**src/rtl/decode_sequencer.sv**
```systemverilog
// -----------------------------------------------------------------------------
// decode_sequencer
// Top-level scheduler for the image decoder. Runs the phases in a fixed order:
// UART load, then M2 (IDCT), then M1 (upsample + CSC). It owns the single
// external SRAM port through one registered owner select that drives a
// combinational address/data/we_n mux. It issues one-cycle start pulses to
// the milestone blocks, watches their Stop levels and reports done, timeout
// and per-phase RUN-cycle counts.
//
// Ports
//   Clock, Resetn               clock (rising edge), async active-low reset
//   Go                          start a decode run (only honoured in IDLE)
//   uart_done                   UART loader finished filling SRAM (level)
//   uart_SRAM_*                 UART requester address / write data / we_n
//   M2_start / M2_stop          start pulse to M2 / M2 finished level
//   M2_SRAM_*                   M2 requester address / write data / we_n
//   M1_start / M1_stop          start pulse to M1 / M1 finished level
//   M1_SRAM_*                   M1 requester address / write data / we_n
//   SRAM_address/write_data/we_n  muxed port to the SRAM controller
//   owner                       0 = UART, 1 = M2, 2 = M1, 3 = none
//   busy, done, timeout_error   status levels
//   phase_cycles                RUN-cycle count of last completed phase
// -----------------------------------------------------------------------------
module decode_sequencer #(
    parameter bit          SKIP_M2        = 1'b0,
    parameter logic [31:0] TIMEOUT_CYCLES = 32'd4000000
) (
    input  logic        Clock,
    input  logic        Resetn,
    input  logic        Go,
    input  logic        uart_done,
    input  logic [17:0] uart_SRAM_address,
    input  logic [15:0] uart_SRAM_write_data,
    input  logic        uart_SRAM_we_n,
    output logic        M2_start,
    input  logic        M2_stop,
    input  logic [17:0] M2_SRAM_address,
    input  logic [15:0] M2_SRAM_write_data,
    input  logic        M2_SRAM_we_n,
    output logic        M1_start,
    input  logic        M1_stop,
    input  logic [17:0] M1_SRAM_address,
    input  logic [15:0] M1_SRAM_write_data,
    input  logic        M1_SRAM_we_n,
    output logic [17:0] SRAM_address,
    output logic [15:0] SRAM_write_data,
    output logic        SRAM_we_n,
    output logic [1:0]  owner,
    output logic        busy,
    output logic        done,
    output logic        timeout_error,
    output logic [31:0] phase_cycles
);

    typedef enum logic [3:0] {
        S_IDLE    = 4'd0,
        S_LOAD    = 4'd1,
        S_M2_KICK = 4'd2,
        S_M2_RUN  = 4'd3,
        S_GAP     = 4'd4,
        S_M1_KICK = 4'd5,
        S_M1_RUN  = 4'd6,
        S_DONE    = 4'd7,
        S_ERROR   = 4'd8
    } state_t;

    localparam logic [1:0] OWN_UART = 2'd0;
    localparam logic [1:0] OWN_M2   = 2'd1;
    localparam logic [1:0] OWN_M1   = 2'd2;
    localparam logic [1:0] OWN_NONE = 2'd3;

    state_t      r_state;
    logic [1:0]  r_owner;
    logic [31:0] r_counter;
    logic [31:0] r_phase_cycles;
    logic        r_m2_start;
    logic        r_m1_start;
    logic        r_busy;
    logic        r_done;
    logic        r_timeout_error;

    state_t      w_next_state;
    logic [1:0]  w_next_owner;
    logic [31:0] w_next_counter;
    logic [31:0] w_next_phase;
    logic [31:0] w_count_inc;
    logic        w_timeout_hit;
    logic        w_next_busy;
    logic        w_stop_gate;

    // Next-state, owner, counter and phase-count computation.
    always_comb begin
        w_next_state   = r_state;
        w_next_owner   = r_owner;
        w_next_counter = r_counter;
        w_next_phase   = r_phase_cycles;
        w_count_inc    = r_counter + 32'd1;
        // counter holds the RUN cycles already completed, so on the last
        // allowed RUN cycle it reads TIMEOUT_CYCLES-1.
        w_timeout_hit  = (r_counter == (TIMEOUT_CYCLES - 32'd1));

        case (r_state)
            S_IDLE: begin
                w_next_owner = OWN_UART;
                if (Go) begin
                    w_next_state = S_LOAD;
                end else begin
                    w_next_state = S_IDLE;
                end
            end
            S_LOAD: begin
                if (uart_done) begin
                    if (SKIP_M2) begin
                        w_next_state = S_M1_KICK;
                    end else begin
                        w_next_state = S_M2_KICK;
                    end
                end else begin
                    w_next_state = S_LOAD;
                end
            end
            S_M2_KICK: begin
                // A stop seen here is deliberately ignored; it is taken on
                // the first RUN cycle because the level is sticky.
                w_next_owner   = OWN_M2;
                w_next_counter = 32'd0;
                w_next_state   = S_M2_RUN;
            end
            S_M2_RUN: begin
                w_next_counter = w_count_inc;
                // Stop is tested first so it wins over a coincident timeout.
                // The reported count includes the stop cycle itself.
                if (M2_stop) begin
                    w_next_phase = w_count_inc;
                    w_next_owner = OWN_NONE;
                    w_next_state = S_GAP;
                end else if (w_timeout_hit) begin
                    w_next_owner = OWN_NONE;
                    w_next_state = S_ERROR;
                end else begin
                    w_next_state = S_M2_RUN;
                end
            end
            S_GAP: begin
                // One dead cycle with no owner so M2 and M1 never overlap.
                w_next_owner = OWN_NONE;
                w_next_state = S_M1_KICK;
            end
            S_M1_KICK: begin
                w_next_owner   = OWN_M1;
                w_next_counter = 32'd0;
                w_next_state   = S_M1_RUN;
            end
            S_M1_RUN: begin
                w_next_counter = w_count_inc;
                if (M1_stop) begin
                    w_next_phase = w_count_inc;
                    w_next_owner = OWN_NONE;
                    w_next_state = S_DONE;
                end else if (w_timeout_hit) begin
                    w_next_owner = OWN_NONE;
                    w_next_state = S_ERROR;
                end else begin
                    w_next_state = S_M1_RUN;
                end
            end
            S_DONE: begin
                // Terminal: milestone Stop flags only clear on reset.
                w_next_owner = OWN_NONE;
                w_next_state = S_DONE;
            end
            S_ERROR: begin
                w_next_owner = OWN_NONE;
                w_next_state = S_ERROR;
            end
            default: begin
                w_next_owner   = OWN_UART;
                w_next_counter = 32'd0;
                w_next_state   = S_IDLE;
            end
        endcase
    end

    // Busy covers every state from LOAD through M1_RUN, GAP included.
    always_comb begin
        case (w_next_state)
            S_LOAD, S_M2_KICK, S_M2_RUN, S_GAP, S_M1_KICK, S_M1_RUN: begin
                w_next_busy = 1'b1;
            end
            default: begin
                w_next_busy = 1'b0;
            end
        endcase
    end

    // State, counters and status outputs; flags are decoded from the next
    // state so they line up with the state register cycle for cycle.
    always_ff @(posedge Clock or negedge Resetn) begin
        if (!Resetn) begin
            r_state         <= S_IDLE;
            r_owner         <= OWN_UART;
            r_counter       <= 32'd0;
            r_phase_cycles  <= 32'd0;
            r_m2_start      <= 1'b0;
            r_m1_start      <= 1'b0;
            r_busy          <= 1'b0;
            r_done          <= 1'b0;
            r_timeout_error <= 1'b0;
        end else begin
            r_state         <= w_next_state;
            r_owner         <= w_next_owner;
            r_counter       <= w_next_counter;
            r_phase_cycles  <= w_next_phase;
            r_m2_start      <= (w_next_state == S_M2_KICK);
            r_m1_start      <= (w_next_state == S_M1_KICK);
            r_busy          <= w_next_busy;
            r_done          <= (w_next_state == S_DONE);
            r_timeout_error <= (w_next_state == S_ERROR);
        end
    end

    // M1 keeps writing after raising Stop, so a requester's writes are
    // blocked in the very cycle its Stop is seen during RUN.
    assign w_stop_gate = ((r_state == S_M2_RUN) && M2_stop) ||
                         ((r_state == S_M1_RUN) && M1_stop);

    // SRAM port mux selected by the registered owner.
    always_comb begin
        case (r_owner)
            OWN_UART: begin
                SRAM_address    = uart_SRAM_address;
                SRAM_write_data = uart_SRAM_write_data;
                SRAM_we_n       = uart_SRAM_we_n;
            end
            OWN_M2: begin
                SRAM_address    = M2_SRAM_address;
                SRAM_write_data = M2_SRAM_write_data;
                SRAM_we_n       = M2_SRAM_we_n;
            end
            OWN_M1: begin
                SRAM_address    = M1_SRAM_address;
                SRAM_write_data = M1_SRAM_write_data;
                SRAM_we_n       = M1_SRAM_we_n;
            end
            default: begin
                SRAM_address    = 18'd0;
                SRAM_write_data = 16'd0;
                SRAM_we_n       = 1'b1;
            end
        endcase
        if (w_stop_gate) begin
            SRAM_we_n = 1'b1;
        end else begin
            SRAM_we_n = SRAM_we_n;
        end
    end

    assign M2_start      = r_m2_start;
    assign M1_start      = r_m1_start;
    assign owner         = r_owner;
    assign busy          = r_busy;
    assign done          = r_done;
    assign timeout_error = r_timeout_error;
    assign phase_cycles  = r_phase_cycles;

endmodule

```
**config.mk**
```make
export PLATFORM = sky130hd
export DESIGN_NAME = decode_sequencer
export DESIGN_NICKNAME = d
export VERILOG_FILES = /design/src/rtl/decode_sequencer.sv
export SDC_FILE = /design/constraint.sdc
export NUM_CORES = 1
export LEC_CHECK = 0
export CORE_MARGIN = 5
export CORE_UTILIZATION = 40
export DETAILED_ROUTE_END_ITERATION = 8
export GPL_TIMING_DRIVEN = 0
export PLACE_DENSITY = 0.78
export RECOVER_POWER = 100
export SLEW_MARGIN = 20
export SYNTH_ARGS = -nofsm -noshare
export SYNTH_HDL_FRONTEND = slang
export SYNTH_SLANG_ARGS = --single-unit
```
**constraint.sdc**
```tcl
create_clock -name Clock -period 2 [get_ports Clock]
set_input_delay 0.4 -clock Clock [delete_from_list [all_inputs] [get_ports Clock]]
set_output_delay 0.4 -clock Clock [all_outputs]
set_load 0.02 [all_outputs]
```
---- Word level (Yosys, flattened, before mapping) ----
Index checks and enable logic that the tools add are counted.
word-level totals
  register bits ........................... 75
  output and inout port bits .............. 74
  word-level logic and storage cells ...... 62
operators by class
  add/subtract/negate cells ............... 1
  equal/unequal tests ..................... 21
  muxes and demuxes ....................... 20
  reductions and logical operators ........ 11
operators with widths
  operator               count
  $pmux 32 s2            2
  $mux 32                2
  $pmux 18 s3            1
  $pmux 16 s3            1
  $pmux 4 s9             1
  $add 32x1->32 const B  1
  $eq 32x22->1 const B   1
  $eq 4x3->1 const B     8
  $eq 4x2->1 const B     4
  $mux 4                 4
  $pmux 2 s6             1
  $eq 4x1->1 const B     2
  $eq 4x4->1 const B     2
  $mux 2                 4
  $reduce_or 6->1        1
  $reduce_or 5->1        1
  $logic_not 4->1        1
  $ne 2x2->1 const B     2
  $mux 1                 3
  $pmux 1 s3             1
  $reduce_and 3->1       1
  $reduce_or 3->1        1
  $eq 2x1->1 const B     1
  $eq 2x2->1 const B     1
  5 further kinds        6

---- Logic depth before layout (Yosys ltp) ----
  depth after elaboration ................. 7
  depth in mapped cells ................... 8

---- Worst setup path before layout ----
Ideal clock, no wire load.
  path kind ............................... reg-to-output
  from .................................... register r_owner[1] (netlist: owner[1])
  to ...................................... output port SRAM_address[0]
  arrival ................................. 1.807 ns
  data required time ...................... 1.600 ns
  setup slack ............................. -0.207 ns
  cell stages (with the launch flop) ...... 5
  buffers on the path ..................... 2
  cells stage by stage .................... dfrtp_1 > buf_2 > buf_1 > mux2i_1 > o21ai_0
between the ends
  cells in the longest elaborated chain, start to end .. 2
  elaborated cells on any way between the ends .. 4
ends and longest elaborated chain
  element                                   RTL line  source
  from (decl)                               73        logic [1:0] r_owner;
  from (signal assigned)                    211       r_owner <= w_next_owner;
  $eq 2x2->1, or another cell as far along  229       case (r_owner)
  $pmux 18 s3 *                             229
  to (decl)                                 45        output logic [17:0] SRAM_address,
Mark *: on every way between the ends. The rest lies on a longest branch, timed or not.

---- Worst setup path after layout ----
  from .................................... register r_state[2]
  to ...................................... output port SRAM_we_n
between the ends
  cells in the longest elaborated chain, start to end .. 4
  elaborated cells on any way between the ends .. 6
ends and longest elaborated chain
  element                                   RTL line  source
  from (decl)                               72        state_t r_state;
  from (signal assigned)                    210       r_state <= w_next_state;
  $eq 4x2->1 or $eq 4x3->1 (tied branches)  224, 225
  $logic_and 1x1->1 (on tied branches)      224, 225
  $logic_or 1x1->1 *                        224       assign w_stop_gate = ((r_state == S_M2_RUN) && M2_stop) ||
  $mux 1 *                                  251       if (w_stop_gate) begin
  to (decl)                                 47        output logic SRAM_we_n,
Marks and branches as above.

==> flow_summary.ini <==
[yosys]
synth_fp_nets = 667
async_flop_share = 1.00
synthTopCellsByArea = dfrtp_1 41%, o21ai_0 10%, nand2_1 8.1%
synth_top_area_frac = 0.406
synthesis.area_mm2 = 0.00463
synthTopCellsByCount = 100 x nand2_1, 97 x o21ai_0, 75 x dfrtp_1
yosysWarnings = 0
yosys.area.top_type = dfrtp_1
yosysMostFrequentCell = nand2_1
synth_edf_count = 0
syn_avg_cell_area_um2 = 8.33
synth_ff_type = dfrtp_1
seq_area_frac_synth = 0.406
synth_cells = 555
ys_ff_latch = 75
synthDistinctLibCells = 50

[routing]
drc = 0
vias = 5253
totalWireLength_um = 18200
ant_nets = 0
firstDrtPassIters = 5
dr.first_iter.drc_count = 323
vias_per_cell = 5.67
drt-wirelength-per-cell_um = 19.7

[die]
die_x_um = 118
core_area_mm2 = 0.0114
ios = 185
start_util = 0.407
dieHeight_um = 118
die-area_mm2 = 0.0138
row_count = 39

[critical_path]
start_kind = register
critical_path.max_fanout = 6
cp_common_cell = buf_6
cp_slowest_cell = dfrtp_1
critPathRequiredTime_ns = 1.60
cp.buffers_inverters = 4
cp_slowest_stage_delay_ns = 0.37
cp_cell_sequence = buf_6 -> nor2b_4 -> a22o_1 -> nand2_2 -> buf_8 -> clkbuf_16 -> nand2_4 -> buf_6
cp.arrival_ns = 1.73
crit_family = buffers and inverters
path_class = reg2out
setup.worst_path.end_class = output port

[timing]
fin_setup_tns_ns = -0.316
rsz0062_at_grt = true
skew_ns = 0.00878
drv_slew = 0
worstMarginPinSlew_ns = 0.660
finalCritPeriodShare = 1.07
finalSetupViolations = 10
setup_ws_ns = -0.133
hold_viol_final = 0
slew_headroom = 0.560
fin_crit_ns = 2.13
max_freq_mhz = 469
hold_ws_ns = 0.479

[grt]
grt_max_degree = 52
antenna_found_initial = 1
grt_pass1_wl_um = 27900
grt_pass1_vias = 5117
gr-total-overflow = 0
grt_util_all_layers = 0.248

[power]
ir_drop_mv = 0.852
p_per_area_mw_per_mm2 = 1200
cellLeakagePower_nw = 3.45

[placement]
place_congestion = 0.917
dp_slack_ns = -1.00
port-buffer-count = 184
dp_hpwl_um = 13000

[cells_and_area]
drive_above_1_share = 0.264
n_fill_cell = 858
multi_input_area_mm2 = 0.00298
synthToLayoutAreaGrowth_pct = 70.0
nNetsFinal = 890
area.sequential_mm2 = 0.00188

[clock_tree]
cts_buffers = 9
cts_max_level = 3
clkTransAtPathRegs_ns = 0.06
clock_path_buffers = 2
cts-root-buf = clkbuf_16
clkLatencyLatePin_ns = 0.33
cts_sinks = 75
cts_tree = built

[run]
drv_cap = 0

[run_status]
status = finished with violations
violations = negative setup slack

[min_path]
hp-class = reg2reg
==> report_power, final <==
group	internal [mW]	leakage (nW)	total (mW)	switching (mW)
Clock	0.967	0.146	1.58	0.616
Sequential	1.67	1.01	1.82	0.153
Combinational	2.72	2.29	6.03	3.31
Total	5.35	3.45	9.44	4.08
==> path summary, 6_finish.rpt <==
| kind | start | end | slack (ns) | cells after the start |
|---|---|---|---|---|
| worst max register to register | r_state[2] | busy | -0.01 | 7 |
| worst min-delay path | phase_cycles[4] | phase_cycles[4] | 0.48 | 2 |
| worst max-delay path | r_state[2] | SRAM_we_n | -0.13 | 8 |
| max in group asynchronous | Resetn | owner[1] | 0.24 | 3 |
| min in group asynchronous | Resetn | r_counter[29] | 0.62 | 2 |
| worst min register to register | phase_cycles[4] | phase_cycles[4] | 0.48 | 2 |
==> kinds of logic after synthesis <==
group                      share of synthesized area
DFF                                            0.406
and+or+nand+nor                                0.222
buffers and inverters                         0.0473
muxes                                         0.0760
AOI/OAI and AO/OA                              0.187
adders and majority gates                    0.00270
xor gates and xnor gates                      0.0587
==> worst reg2reg max path, cell delays in order (launching register included) <==
cell and delay, ns:
dfrtp_1 0.34, buf_6 0.12, buf_4 0.13, clkbuf_1 0.36, nor2_1 0.10, a2111oi_0 0.52
a21oi_1 0.12, a31oi_1 0.22
==> registers in the layout, summed over array words and instances (netlist names) <==
signal	cells
M1_start	1
M2_start	1
busy	1
done	1
owner	2
phase_cycles	32
r_counter	32
r_state	4
timeout_error	1
==> final cells by class <==
type                    count  share of cell area
flip-flops and latches     75               0.240
diodes                      1            0.000318
multi-input cells         425               0.379
clock inverters             6             0.00843
plain buffers              36              0.0426
well taps                 143              0.0228
repair buffers            217               0.272
inverters                  14             0.00668
clock buffers              10              0.0291
==> metal layers <==
layer / track usage / wire length (um)
met3: 0.0423 / 1190
met1: 0.309 / 7290
met5: 0 / 0
met4: 0.106 / 719
met2: 0.421 / 9020
==> cell usage in the layout, fill, tap and decap left out, drive strengths merged, types with 15 or more instances in the layout <==
cell,count
clkbuf,37
mux2i,34
xor2,15
clkdlybuf4s50,147
nor2,23
nand2,100
xnor2,16
nand3,19
a21oi,24
buf,77
o21ai,97
dfrtp,75
==> what timing repair did <==
item	4_1_cts	5_1_grt
endpoints found under the setup margin	100	97
pin swaps	12	26
setup buffers	15	11
gates cloned	5	0
gates resized for setup	264	118
endpoints found under the hold margin	24	0
hold buffers	1	0
==> per-stage QoR <==
stage / instance area [um^2] / power (mW) / std cells / util
2_1_floorplan: 4630 / 4.41 / 555 / -
3_3_place_gp: 6660 / 6.20 / 882 / 0.585
3_5_place_dp: 6680 / 6.30 / 883 / 0.588
4_1_cts: 7440 / 8.67 / 918 / 0.654
5_1_grt: 7860 / 9.89 / 927 / 0.692
6_report: 7860 / 9.44 / 927 / 0.692
Note: power is estimated with default switching activity, not from simulation.
